<file path="config.mk">
export PLATFORM = sky130hd
export DESIGN_NAME = led_pattern_driver
export DESIGN_NICKNAME = d
export VERILOG_FILES = /design/src/rtl/led_pattern_driver.sv
export SDC_FILE = /design/constraint.sdc
export NUM_CORES = 1
export LEC_CHECK = 0
export CAP_MARGIN = 20
export CORE_MARGIN = 4
export CORE_UTILIZATION = 53
export DETAILED_ROUTE_END_ITERATION = 6
export PLACE_DENSITY_LB_ADDON = 0.15
export SLEW_MARGIN = 30
export SYNTH_ARGS = -nofsm -noshare
export SYNTH_HDL_FRONTEND = slang
export SYNTH_SLANG_ARGS = --single-unit
</file>
<file path="constraint.sdc">
create_clock -name clk -period 1.64 [get_ports clk]
set_input_delay 0.164 -clock clk [delete_from_list [all_inputs] [get_ports clk]]
set_output_delay 0.164 -clock clk [all_outputs]
set_load 0.005 [all_outputs]
</file>
<file path="src/rtl/led_pattern_driver.sv">
// Pattern source for a 4-LED bank (LED[5:2]): prescaled tick, debounced mode
// button, and four patterns (static, blink, walking one, off).
module led_pattern_driver #(
  parameter int         TICK_DIV        = 1000000,
  parameter int         DEBOUNCE_CYCLES = 16,
  parameter logic [3:0] STATIC_PATTERN  = 4'b1010
) (
  input  logic       clk,
  input  logic       rst_n,
  input  logic       btn_in,
  output logic [5:2] LED,
  output logic [1:0] mode,
  output logic       tick
);

  localparam int PW = (TICK_DIV > 1) ? $clog2(TICK_DIV) : 1;
  localparam int DW = $clog2(DEBOUNCE_CYCLES + 1);
  localparam logic [PW-1:0] PRESC_MAX = PW'(TICK_DIV - 1);
  localparam logic [DW-1:0] DEB_MAX   = DW'(DEBOUNCE_CYCLES - 1);

  typedef enum logic [1:0] {
    MODE_STATIC = 2'd0,
    MODE_BLINK  = 2'd1,
    MODE_WALK   = 2'd2,
    MODE_OFF    = 2'd3
  } mode_e;

  logic          r_sync1;
  logic          r_sync2;
  logic [1:0]    r_syncVld;
  logic          r_debLevel;
  logic [DW-1:0] r_debCnt;
  logic          r_armed;
  logic [DW-1:0] r_armCnt;
  logic [PW-1:0] r_presc;
  mode_e         r_mode;
  logic [5:2]    r_led;
  logic          r_tick;

  logic          w_btnS;
  logic          w_debRise;
  logic          w_advance;
  logic          w_wrap;
  mode_e         w_modeNext;
  logic [5:2]    w_ledNext;

  assign w_btnS    = r_sync2;
  assign w_debRise = w_btnS && !r_debLevel && (r_debCnt == DEB_MAX);
  // A level already high at reset release must be seen low first, so presses
  // only count once the button has been observed stably released.
  assign w_advance = w_debRise && r_armed;
  assign w_wrap    = (r_presc == PRESC_MAX);

  always_ff @(posedge clk or negedge rst_n) begin
    if (!rst_n) begin
      r_mode <= MODE_STATIC;
    end else begin
      r_mode <= w_modeNext;
    end
  end

  always_comb begin
    w_modeNext = r_mode;
    w_ledNext  = r_led;
    if (w_advance) begin
      case (r_mode)
        MODE_STATIC: w_modeNext = MODE_BLINK;
        MODE_BLINK:  w_modeNext = MODE_WALK;
        MODE_WALK:   w_modeNext = MODE_OFF;
        MODE_OFF:    w_modeNext = MODE_STATIC;
        default:     w_modeNext = MODE_STATIC;
      endcase
      case (w_modeNext)
        MODE_STATIC: w_ledNext = STATIC_PATTERN;
        MODE_BLINK:  w_ledNext = STATIC_PATTERN;
        MODE_WALK:   w_ledNext = 4'b0001;
        MODE_OFF:    w_ledNext = 4'b0000;
        default:     w_ledNext = STATIC_PATTERN;
      endcase
    end else if (w_wrap) begin
      case (r_mode)
        MODE_STATIC: w_ledNext = STATIC_PATTERN;
        MODE_BLINK:  w_ledNext = ~r_led;
        MODE_WALK:   w_ledNext = {r_led[4:2], r_led[5]};
        MODE_OFF:    w_ledNext = 4'b0000;
        default:     w_ledNext = STATIC_PATTERN;
      endcase
    end
  end

  always_ff @(posedge clk or negedge rst_n) begin
    if (!rst_n) begin
      r_sync1    <= 1'b0;
      r_sync2    <= 1'b0;
      r_syncVld  <= 2'b00;
      r_debLevel <= 1'b0;
      r_debCnt   <= '0;
      r_armed    <= 1'b0;
      r_armCnt   <= '0;
    end else begin
      r_sync1   <= btn_in;
      r_sync2   <= r_sync1;
      r_syncVld <= {r_syncVld[0], 1'b1};

      if (w_btnS != r_debLevel) begin
        if (r_debCnt == DEB_MAX) begin
          r_debLevel <= w_btnS;
          r_debCnt   <= '0;
        end else begin
          r_debCnt <= r_debCnt + DW'(1);
        end
      end else begin
        r_debCnt <= '0;
      end

      // Reset values in the synchronizer are not real samples, so arming
      // waits until the pipeline holds genuine button observations.
      if (!r_armed && r_syncVld[1]) begin
        if (w_btnS) begin
          r_armCnt <= '0;
        end else if (r_armCnt == DEB_MAX) begin
          r_armed <= 1'b1;
        end else begin
          r_armCnt <= r_armCnt + DW'(1);
        end
      end
    end
  end

  always_ff @(posedge clk or negedge rst_n) begin
    if (!rst_n) begin
      r_presc <= '0;
      r_led   <= STATIC_PATTERN;
      r_tick  <= 1'b0;
    end else begin
      if (w_advance || w_wrap) begin
        r_presc <= '0;
      end else begin
        r_presc <= r_presc + PW'(1);
      end
      r_tick <= w_wrap && !w_advance;
      r_led  <= w_ledNext;
    end
  end

  assign LED  = r_led;
  assign mode = r_mode;
  assign tick = r_tick;

endmodule

</file>
=== Yosys cells after proc, flatten, opt, wreduce, memory -nomap -nowiden ===
Cells that the tools add are included.

* Logic and storage cells: 54
* Input bits: 3
* Memories kept: 0
* Register bits: 43
* RAM bits: 0
* ROM bits: 0
* Latch bits: 0

* Equality and inequality tests: 11
* Magnitude comparators: 0
* Multiplexer cells: 11
* Divide/modulo/power cells: 0
* Shifts and indexed selects: 0
* Bitwise operators: 2
* Multiply operators: 0
* Reduce and logical (&&, ||, !) cells: 16
* Add/sub/neg operators: 3

{| class="wikitable"
|+ Operator list
! kind !! count
|-
| 20-bit by 1-bit adder with 20-bit output, second input constant || 1
|-
| 20-bit == test, second input constant || 1
|-
| 20-bit two-way mux || 1
|-
| 5-bit two-way mux || 4
|-
| 4-bit case mux with 4 select lines || 1
|-
| 4-bit case mux with 3 select lines || 1
|-
| 5-bit by 1-bit adder with 5-bit output, second input constant || 2
|-
| 5-bit by 4-bit == test with 1-bit output, second input constant || 2
|-
| 2-bit == test, second input constant || 4
|-
| 4-bit two-way mux || 2
|-
| 2-bit case mux with 4 select lines || 1
|-
| 1-bit logical AND || 5
|-
| 2-bit by 1-bit == test with 1-bit output, second input constant || 2
|-
| 2-bit logical NOT || 2
|-
| 4-bit NOT || 1
|-
| 2-bit AND reduction || 2
|-
| 1-bit logical NOT || 3
|-
| 3-bit AND reduction || 1
|-
| 2-bit two-way mux || 1
|-
| 2-bit inequality test, second input constant || 1
|-
| 2-bit nonzero test || 1
|-
| 2-bit OR reduction || 1
|-
| 1-bit logical OR || 1
|-
| 1-bit inequality test || 1
|-
| 1-bit NOT || 1
|}

=== Longest topological paths before layout ===
Gate-level depths: netlist (run 1).

* Depth after elaboration: 9
* Mapped depth: 8

=== Worst setup path after synthesis (run 1) ===
OpenSTA, ideal clock, no wires.

* Path type: reg-to-reg
* Start point: reg r_presc[0]
* End point: reg r_presc[15]
* Stages on the path, launching flop included: 7
* Data required time: 1.506 ns
* Setup time: 0.134 ns
* Slack: -0.086 ns
* Data arrival time: 1.592 ns
* Path through: dfrtp_1 -> ha_1 -> nand2_1 -> or4_4 -> o21ai_2 -> buf_6 -> a21oi_1

* Cells in the longest elaborated chain, start to end: 3
* Elaborated cells on any way between the ends: 4
* Classes of those cells: add/sub (1); eq/ne (1); mux (1); reduce/logical (1)

{| class="wikitable"
|+ RTL lines
! element !! line !! source
|-
| start, declared || 35 || <nowiki>logic [PW-1:0] r_presc;</nowiki>
|-
| start signal, assigned || 139 || <nowiki>r_presc <= r_presc + PW'(1);</nowiki>
|-
| branches (longest 2 deep; another with 20-bit by 1-bit adder with 20-bit output) || n/a ||
|-
| 20-bit two-way mux * || 136 || <nowiki>if (w_advance || w_wrap) begin</nowiki>
|}

Mark *: on every way between the ends.
A chain may end at the register's enable or synchronous reset.

=== Worst setup path in the final report (run 1) ===
* Start point: reg r_presc[7]
* End point: reg r_presc[15]

The elaborated chain is that of the path after synthesis.

==> results by group, run 1 <==
Status
  • Status: finished, final reports clean

Synth
  • Synth unique cells: 42
  • Mux contribution to synthesized area: 0%
  • #FFs+latches synth: 43
  • Number of synthesized flops with an enable pin: 0
  • Post-Syn Area per Cell: 9.98 µm²
  • Synthesis Warnings: 0
  • Seq/Total Area, Yosys: 49.8%
  • Main combinational cell family by area after synthesis: simple AND/OR/NAND/NOR gates
  • Simple-gate portion of the synthesized area: 24.1%
  • Largest cells by area after synthesis: dfrtp_1 47%, ha_1 5.2%, a21oi_1 4.2%
  • Top cell type's share of synthesized area: 47.4%
  • Most frequent cell after synthesis: dfrtp_1
  • Cell Area, Synth: 2160 µm²
  • Adder-cell area share of the yosys netlist: 5.20%
  • Commonest cells post-synth: 41 x dfrtp_1, 18 x a21oi_1, 17 x o21ai_0
  • Compound-gate portion of the synthesized area: 11.4%
  • Most used DFF post-synth: dfrtp_1
  • Syn_nets: 229
  • Synth Instances: 217
  • Asr flop ratio synth: 100%
  • XOR/XNOR Fraction of Synth Area: 5.66%
  • Top cell type by total area after synthesis: dfrtp_1

Floorplanning
  • Initial cell density of the core: 57.0%
  • DIE AREA: 5170 µm²
  • Core Region: 3800 µm²
  • Die Height: 71.9 µm
  • Die Wd: 71.9 µm
  • Io pins: 10
  • Row count: 22

Worst setup path
  • Flop2flop setup slack: 9 ps
  • Critical path endpoint category: register
  • CP required: 1820 ps
  • Critical Path Sink: r_presc[15]
  • Reg2Reg Launch Point: r_presc[7]
  • CP max stage cell: or4_4
  • Reg2Reg Capture Point: r_presc[15]
  • Setup crit start: r_presc[7]
  • Cell Chain, Critical Path: nand3b_1 > or4_4 > o21ai_4 > buf_12 > a21oi_1
  • Critical path depth: 5
  • Cells on worst reg2reg path: 5
  • Max stage delay on crit path: 540 ps
  • Critical Path AT: 1810 ps
  • Crit-path max FO: 20
  • Startpoint Class: register
  • Crit path buf inv count: 1
  • Top delay family on crit path: simple AND/OR/NAND/NOR gates
  • Setup Crit Path Kind: register to register

Final layout
  • Diodes inserted: 0
  • Filler instances: 278
  • Layout cell share with drive strength beyond 1: 23.2%
  • FF+latch area: 1080 µm²
  • Post-layout nets: 265
  • Final instance area: 2680 µm²
  • Area grow syn2layout: 24.0%
  • Non-filler cells, final: 302
  • Multi-input logic area: 1080 µm²

STA
  • Layout Skew: 6.88 ps
  • Final Hold Viols: 0
  • Final setup margin: 9.18 ps
  • Fin crit share: 99.4%
  • Hold Slack: 305 ps
  • Setup TNS: 0 ps
  • Final setup viols: 0
  • Period minus WS final: 1630 ps
  • Max Slew Vio Count: 0
  • Top achievable clock speed: 0.613 GHz
  • RSZ-0062 raised after global routing: true

Placement
  • Hpwl dp: 3110 µm
  • DP Area: 2450 µm²
  • Placed cells: 288
  • GPL Wtd Cong: 0.921
  • # port buffers: 9
  • Setup WS pre-CTS: -47.9 ps

Drt
  • Metal2 WL: 2230 µm
  • Pre-antenna DRT Iters: 4
  • Max Used Layer: met4
  • Routed wl met3: 159 µm
  • Vias per cell: 5.67
  • # DRC: 0
  • Antenna viol nets, final: 0
  • Initial DRC Count: 70
  • Wl on met1: 1980 µm
  • Via count: 1713
  • Drt wl/cell: 14.7 µm
  • DRT Wirelength: 4440 µm

GRT
  • Global Route Usage Sum: 18.7%
  • Largest net degree at the start of global routing: 44
  • First-pass GRT wire length: 7610 µm
  • Initial antenna violation count: 0
  • Vias in the first global route: 1781
  • Aggregate global routing overflow: 0

Pwr
  • Max VDD drop: 600 µV
  • Pleak: 1.14 nW
  • Power Dens Cells: 772 nW/µm²

Clocking
  • CTS tree: yes
  • Clk pin slew, worst setup/hold paths: 80 ps
  • Clock buffer depth: 2
  • H-tree Lvls: 2
  • Clk_lat worst skew: 300 ps
  • Cts bufs inserted: 5
  • Clk root buf: clkbuf_8
  • Clock Sink Count: 43

Job
  • Max Cap Viol: 0

Min path
  • HP Class: primary input to register
==> state kept, by name (all words and copies together), names as in the netlist <==
register / flops
r_presc: 20
r_armCnt: 5
r_debCnt: 5
LED: 4
mode: 2
r_syncVld: 2
r_armed: 1
r_debLevel: 1
r_sync1: 1
r_sync2: 1
tick: 1
==> kinds of logic (layout without fill, tap and decap cells) <==
| kind of cell | count (synthesis) | in the layout |
|---|---|---|
| AOI/OAI and AO/OA | 44 | 44 |
| xor gates and xnor gates | 14 | 14 |
| adders and majority gates | 9 | 9 |
| buffers and inverters | 15 | 52 |
| DFF | 43 | 43 |
| other | 1 | 1 |
| and+or+nand+nor | 91 | 91 |
==> worst register-to-register path: cells and delay by family (launching register included) <==
kind / cells / cell delay, ps
compound gates: 2 / 220
buf+inv: 1 / 170
flops: 1 / 390
simple gates: 2 / 720
==> cells in the final DEF (no fill, tap or decap), types with 2 or more instances in the layout <==
cell,netlist,layout
a21oi_1,18,18
and2_1,3,3
and3_4,0,3
buf_12,0,2
buf_4,0,23
clkbuf_8,0,5
clkdlybuf4s50_1,0,8
dfrtp_1,41,38
dfrtp_2,0,3
dfstp_2,2,2
ha_1,9,6
ha_2,0,2
inv_1,9,9
nand2_1,15,14
nand2_2,1,2
nand2b_1,5,5
nand3_1,12,12
nand4_1,3,3
nand4b_1,2,2
nor2_1,15,15
nor3_1,10,7
nor3_2,0,2
nor4_1,4,4
o21ai_0,17,14
o21ai_1,0,3
o31ai_1,4,4
or3_1,2,2
or4_1,2,2
or4b_1,2,2
xnor2_1,5,5
xor2_1,9,9
==> worst min-delay path by stage <==
stage	endpoint	cells after the start	slack, ps	startpoint
final	r_sync1	1	310	btn_in
after detailed placement	r_debCnt[4]	2	160	rst_n
after global placement	r_debCnt[2]	2	150	rst_n
after CTS	r_sync1	1	300	btn_in
after global routing	r_sync1	1	310	btn_in
after floorplan	LED[2]	0	-130	rst_n
==> through the flow <==
stage          util [%]  total power, mW
5_1_grt            70.7             2.14
4_1_cts            69.0             2.08
3_3_place_gp       64.6             1.22
3_5_place_dp       64.6             1.23
2_1_floorplan         -             1.18
6_report           70.7             2.07
==> power breakdown <==
group	total (mW)	switching [mW]	internal, mW	leakage [nW]
Combinational	0.101	0.0559	0.0451	0.519
Clock	0.853	0.392	0.462	0.0587
Sequential	1.12	0.0292	1.09	0.559
==> per-layer routing <==
metal  vias to the layer above  GRT usage [%]
met3                         7           3.74
met2                        35           33.1
li1                        843              -
met5                         -              0
met1                       828           22.2
met4                         0           7.72
==> what timing repair did <==
item | in CTS | in global routing
pin swaps | 0 | 5
gates resized for setup | 4 | 13
buffers inserted | 2 | 3
hold buffers | 1 | 0
setup endpoints to repair | 4 | 28
endpoints found under the hold margin | 41 | 0
==> final cells by class <==
class,count,share of cell area [%]
inverter,9,1.26
sequential,43,40.3
timing repair buffer,35,11.5
clock inverter,3,1.77
clock buffer,5,2.56
tap,48,2.24
multi-input combinational,159,40.4
Power figures use the tool's default switching activity.
==> inputs of run 2 (changes only) <==
Settings changed: CORE_MARGIN 4 to 1.
==> run 2 against run 1 <==
  * The run now ends with negative setup slack left
  * Setup slack worse by 15 ps
  * Register-to-register slack worse by 20 ps
  * Clock skew hardly changed
  * First-iteration DRC count is 16% higher
  * Count of clock-buffer cells in the layout is 1 higher
  * Via count is 2.7% higher
  * Final cell count is 1.3% higher
  * Global-route usage is 6.0 points higher
  * Largest cell class unchanged
  * Highest routed layer unchanged
==> results by group, run 2 (synthesized netlist as in run 1, its figures left out) <==
Pwr
  • Total power: 2.10 mW
  • Max VDD drop: 647 µV
  • Power Dens Cells: 769 nW/µm²
  • Pleak: 1.15 nW

Drt
  • Antenna viol nets, final: 0
  • Initial DRC Count: 81
  • Vias per cell: 5.75
  • Routed wl met3: 185 µm
  • # DRC: 0
  • Metal2 WL: 2540 µm
  • Max Used Layer: met4
  • DRT Wirelength: 4770 µm
  • Drt wl/cell: 15.6 µm
  • Pre-antenna DRT Iters: 4
  • Wl on met1: 1970 µm
  • Via count: 1759

Job
  • Max Cap Viol: 0

STA
  • Max Slew Vio Count: 0
  • Setup TNS: -5.98 ps
  • Final Hold Viols: 0
  • Layout Skew: 6.95 ps
  • Period minus WS final: 1650 ps
  • RSZ-0062 raised after global routing: true
  • Top achievable clock speed: 0.608 GHz
  • Final setup viols: 1
  • Fin crit share: 100%
  • Final setup margin: -5.98 ps
  • Hold Slack: 308 ps

Final layout
  • Largest register FFs: 20
  • Post-layout nets: 269
  • Filler instances: 282
  • Most common cell after layout, fill and taps aside: dfrtp_1
  • Final Core Density: 71.9%
  • Multi-input logic area: 1110 µm²
  • Top reg by flops: r_presc
  • Diodes inserted: 0
  • Commonest cells after routing, fill and taps aside: 41 x dfrtp_1, 27 x buf_4, 17 x a21oi_1, 15 x nor2_1
  • FF+latch area: 1080 µm²
  • Largest registers: r_presc (20), r_armCnt (5), r_debCnt (5)
  • Area grow syn2layout: 26.2%
  • Layout cell share with drive strength beyond 1: 24.8%

Worst setup path
  • Setup Crit Path Kind: register to register
  • CP required: 1860 ps
  • Critical Path AT: 1870 ps
  • Crit-path max FO: 5
  • Critical path endpoint category: register
  • Reg2Reg Capture Point: r_presc[17]
  • Flop2flop setup slack: -6 ps
  • Startpoint Class: register
  • Reg2Reg Launch Point: r_presc[0]
  • Cells on worst reg2reg path: 5

Placement
  • Setup WS pre-CTS: -57.0 ps
  • # port buffers: 9
  • Hpwl dp: 3310 µm
  • GPL Wtd Cong: 0.889

Floorplanning
  • Die Height: 65.9 µm
  • Initial cell density of the core: 57.0%
  • Row count: 22
  • Core Region: 3800 µm²
  • Die Wd: 65.9 µm
  • DIE AREA: 4340 µm²
  • Io pins: 10

Clocking
  • Clk_lat worst skew: 300 ps
  • Clk root buf: clkbuf_8
  • CTS tree: yes
  • Clock buffer depth: 2
  • H-tree Lvls: 2
  • Clock Sink Count: 43
  • Clk pin slew, worst setup/hold paths: 80 ps
  • Cts bufs inserted: 5

Status
  • Failing checks: negative setup slack
  • Status: finished, violations left

GRT
  • Aggregate global routing overflow: 0
  • First-pass GRT wire length: 7940 µm
  • Global Route Usage Sum: 24.7%
  • Initial antenna violation count: 0
  • Vias in the first global route: 1797
  • Largest net degree at the start of global routing: 21

Min path
  • HP Class: primary input to asynchronous set/reset pin
## run 2: changes by cell type in the layout (fill, tap and decap cells not counted), sizes merged
cell	previous run	this run
clkinv	1	0
buf	26	30
clkbuf	5	6
## run 2: cell type report
class | instances | share of cell area [%]
inverters | 9 | 1.24
repair buffers | 39 | 12.0
flip-flops and latches | 43 | 39.5
multi-input cells | 159 | 40.6
clock inverters | 2 | 1.42
well taps | 48 | 2.20
clock buffers | 6 | 3.02
## run 2: through the flow
stage	area [µm²]	cells
detailed placement	2460	290
global placement	2460	290
floorplan	2190	217
CTS	2630	301
finish	2730	306
global route	2730	306
## run 2: worst max-delay path: stages (launching register included)
cell     delay (ps)
dfrtp_1         400
buf_4           150
and3_1          260
nand2_1         140
or4b_1          480
a21oi_1         150
## run 2: how the worst max path moves through the flow
stage                 from           to  slack (ps)  depth (start not counted)
3_5_place_dp   r_armCnt[1]  r_armCnt[3]         -60                          7
2_1_floorplan  r_armCnt[0]  r_armCnt[3]          10                          8
4_1_cts         r_presc[4]       LED[4]           4                          5
6_report        r_presc[0]  r_presc[17]          -6                          5
5_1_grt        r_armCnt[0]  r_armCnt[3]         -90                          7
3_3_place_gp   r_armCnt[1]  r_armCnt[3]          30                          7
## run 2: report_power, final
group	internal, mW	switching (mW)	total (mW)
sequential	1.09	0.0319	1.12
clock	0.501	0.362	0.863
combinational	0.0525	0.0623	0.115
total	1.64	0.457	2.10
## run 2: routing by layer
metal / vias to the layer above / global-route usage (%)
met1: 851 / 27.6
met5: - / 0
met4: 0 / 11.4
met3: 8 / 3.28
met2: 50 / 45.7
li1: 850 / -
## run 2: what timing repair did
action / in CTS / in global routing
resized for setup: 6 / 13
hold buffers: 1 / 0
hold endpoints to repair: 13 / 0
buffers inserted: 2 / 5
pin swaps: 2 / 5
setup endpoints to repair: 9 / 30
==> inputs of run 3 (changes only) <==
Settings changed: CORE_UTILIZATION 53 to 55, DONT_BUFFER_PORTS from default to 1, MAX_ROUTING_LAYER from default to met4.
==> run 3 against run 2 <==
  * The flow still finishes with violations (negative setup slack)
  * Final cell count decreased by 3.3%
  * Sequential share of layout area increased by 1.8 points
  * First-iteration DRC count decreased by 28%
  * Routed wire length decreased by 11%
  * Count of clock-buffer cells in the layout unchanged
  * Die area decreased by 3.5%
  * Setup slack got worse by 2.8 ps
  * Critical path depth unchanged
  * Largest power group unchanged
  * Highest routed layer unchanged
==> results by group, run 3 (synthesized netlist as in run 1, its figures left out) <==
Pwr
  • Seq pwr share: 53.8%
  • Pleak: 1.14 nW
  • P_int: 1.63 mW
  • Max VDD drop: 740 µV
  • Total power: 2.08 mW
  • Clock share of power: 41.0%
  • Comb pwr share: 5.3%
  • Sw Share: 21.4%
  • Power Dens Cells: 795 nW/µm²
  • Psw: 445 µW

Final layout
  • Layout cell share with drive strength beyond 1: 23.4%
  • Largest registers: r_presc (20), r_armCnt (5), r_debCnt (5)
  • Filler instances: 282
  • Largest register FFs: 20
  • Most common cell after layout, fill and taps aside: dfrtp_1
  • Post-layout nets: 259
  • Area grow syn2layout: 20.9%
  • Top reg by flops: r_presc
  • Diodes inserted: 0
  • Non-filler cells, final: 296
  • Commonest cells after routing, fill and taps aside: 40 x dfrtp_1, 24 x buf_4, 18 x a21oi_1, 15 x nand2_1

Drt
  • Antenna viol nets, final: 0
  • Drt wl/cell: 14.4 µm
  • Initial DRC Count: 58
  • # DRC: 0
  • Vias per cell: 5.70
  • Pre-antenna DRT Iters: 4
  • Via count: 1688
  • DRT Wirelength: 4270 µm

Floorplanning
  • Initial cell density of the core: 58.2%
  • Die Wd: 64.7 µm
  • Io pins: 10
  • Row count: 22
  • Core Region: 3720 µm²
  • DIE AREA: 4190 µm²
  • Die Height: 64.7 µm

Clocking
  • Clock Sink Count: 43
  • Clk root buf: clkbuf_8
  • Clock buffer depth: 2
  • Cts bufs inserted: 5
  • Clk_lat worst skew: 300 ps
  • CTS tree: yes
  • Clk pin slew, worst setup/hold paths: 80 ps
  • H-tree Lvls: 2

Worst setup path
  • Setup Crit Path Kind: register to register
  • Reg2Reg Capture Point: r_presc[18]
  • Top delay family on crit path: simple AND/OR/NAND/NOR gates
  • Cell Chain, Critical Path: nand3b_1 > or4_4 > o21ai_4 > buf_12 > a21oi_1
  • Startpoint Class: register
  • Reg2Reg Launch Point: r_presc[7]
  • Max stage delay on crit path: 560 ps
  • Crit path buf inv count: 1
  • Flop2flop setup slack: -9 ps
  • Cells on worst reg2reg path: 5
  • CP required: 1810 ps
  • Critical Path AT: 1820 ps
  • Crit-path max FO: 20
  • Critical path endpoint category: register
  • CP max stage cell: or4_4

STA
  • Fin crit share: 101%
  • Top achievable clock speed: 0.606 GHz
  • Period minus WS final: 1650 ps
  • Hold Slack: 330 ps
  • Max Slew Vio Count: 0
  • Final Hold Viols: 0
  • Layout Skew: 5.31 ps
  • Final setup viols: 10
  • Setup TNS: -30.6 ps
  • Final setup margin: -8.83 ps
  • RSZ-0062 raised after global routing: true

GRT
  • Global Route Usage Sum: 22.8%
  • Largest net degree at the start of global routing: 44
  • Vias in the first global route: 1680
  • Initial antenna violation count: 0
  • First-pass GRT wire length: 7180 µm
  • Aggregate global routing overflow: 0

Placement
  • Hpwl dp: 2870 µm
  • Placed cells: 279
  • # port buffers: 0
  • GPL Wtd Cong: 0.932

Status
  • Failing checks: negative setup slack
  • Status: finished, violations left

Min path
  • HP Class: primary input to asynchronous set/reset pin

Job
  • Max Cap Viol: 0
run 3: changes by cell type in the layout (fill, tap and decap cells not counted), sizes merged:
cell,previous run,this run
clkdlybuf4s50,8,0
buf,30,27
dlygate4sd3,1,2
inv,10,9
clkinv,0,1
run 3: worst max-delay path by stage:
| stage | from | end | slack [ps] | depth (start not counted) |
|---|---|---|---|---|
| floorplan | r_armCnt[0] | r_armCnt[3] | 10 | 8 |
| global placement | r_presc[7] | LED[4] | 20 | 5 |
| detailed placement | r_armCnt[1] | r_armCnt[3] | -40 | 7 |
| CTS | r_presc[7] | r_presc[18] | -10 | 5 |
| global route | r_presc[7] | r_presc[18] | -90 | 5 |
| finish | r_presc[7] | r_presc[18] | -9 | 5 |
run 3: timing repair:
action	in CTS	in global routing
buffers inserted	2	4
pin swaps	1	5
hold buffers	3	0
resized for setup	3	12
setup endpoints to repair	13	28
endpoints found under the hold margin	44	0
run 3: power by group through the flow:
stage                     clock (mW)  sequential, mW  combinational, mW
after floorplan                    0            1.13             0.0456
after global placement             0            1.14             0.0545
after detailed placement           0            1.14             0.0620
after CTS                      0.875            1.12              0.100
after global routing           0.901            1.12              0.128
final                          0.852            1.12              0.110
run 3: cell type report:
type | instances | area [µm²] | area share, %
sequential | 43 | 1080 | 41.3
clock buffer | 6 | 82.6 | 3.15
tap | 48 | 60.1 | 2.29
clock inverter | 2 | 35.0 | 1.34
timing repair buffer | 29 | 251 | 9.61
multi-input combinational | 159 | 1070 | 41.1
inverter | 9 | 33.8 | 1.29
run 3: per-stage QoR:
stage	setup slack, ps	area (µm²)	utilization [%]
after detailed placement	-39.7	2360	63.4
after global placement	15.6	2360	63.4
final	-8.83	2620	70.4
after global routing	-90.7	2620	70.4
after CTS	-9.66	2540	68.3
after floorplan	11.4	2190	-
run 3: per-layer routing:
layer  wire length (µm)  GRT usage (%)
met5                  0              -
met3                118           3.35
met2               2120           37.5
met4                 65           9.17
met1               1960           28.1
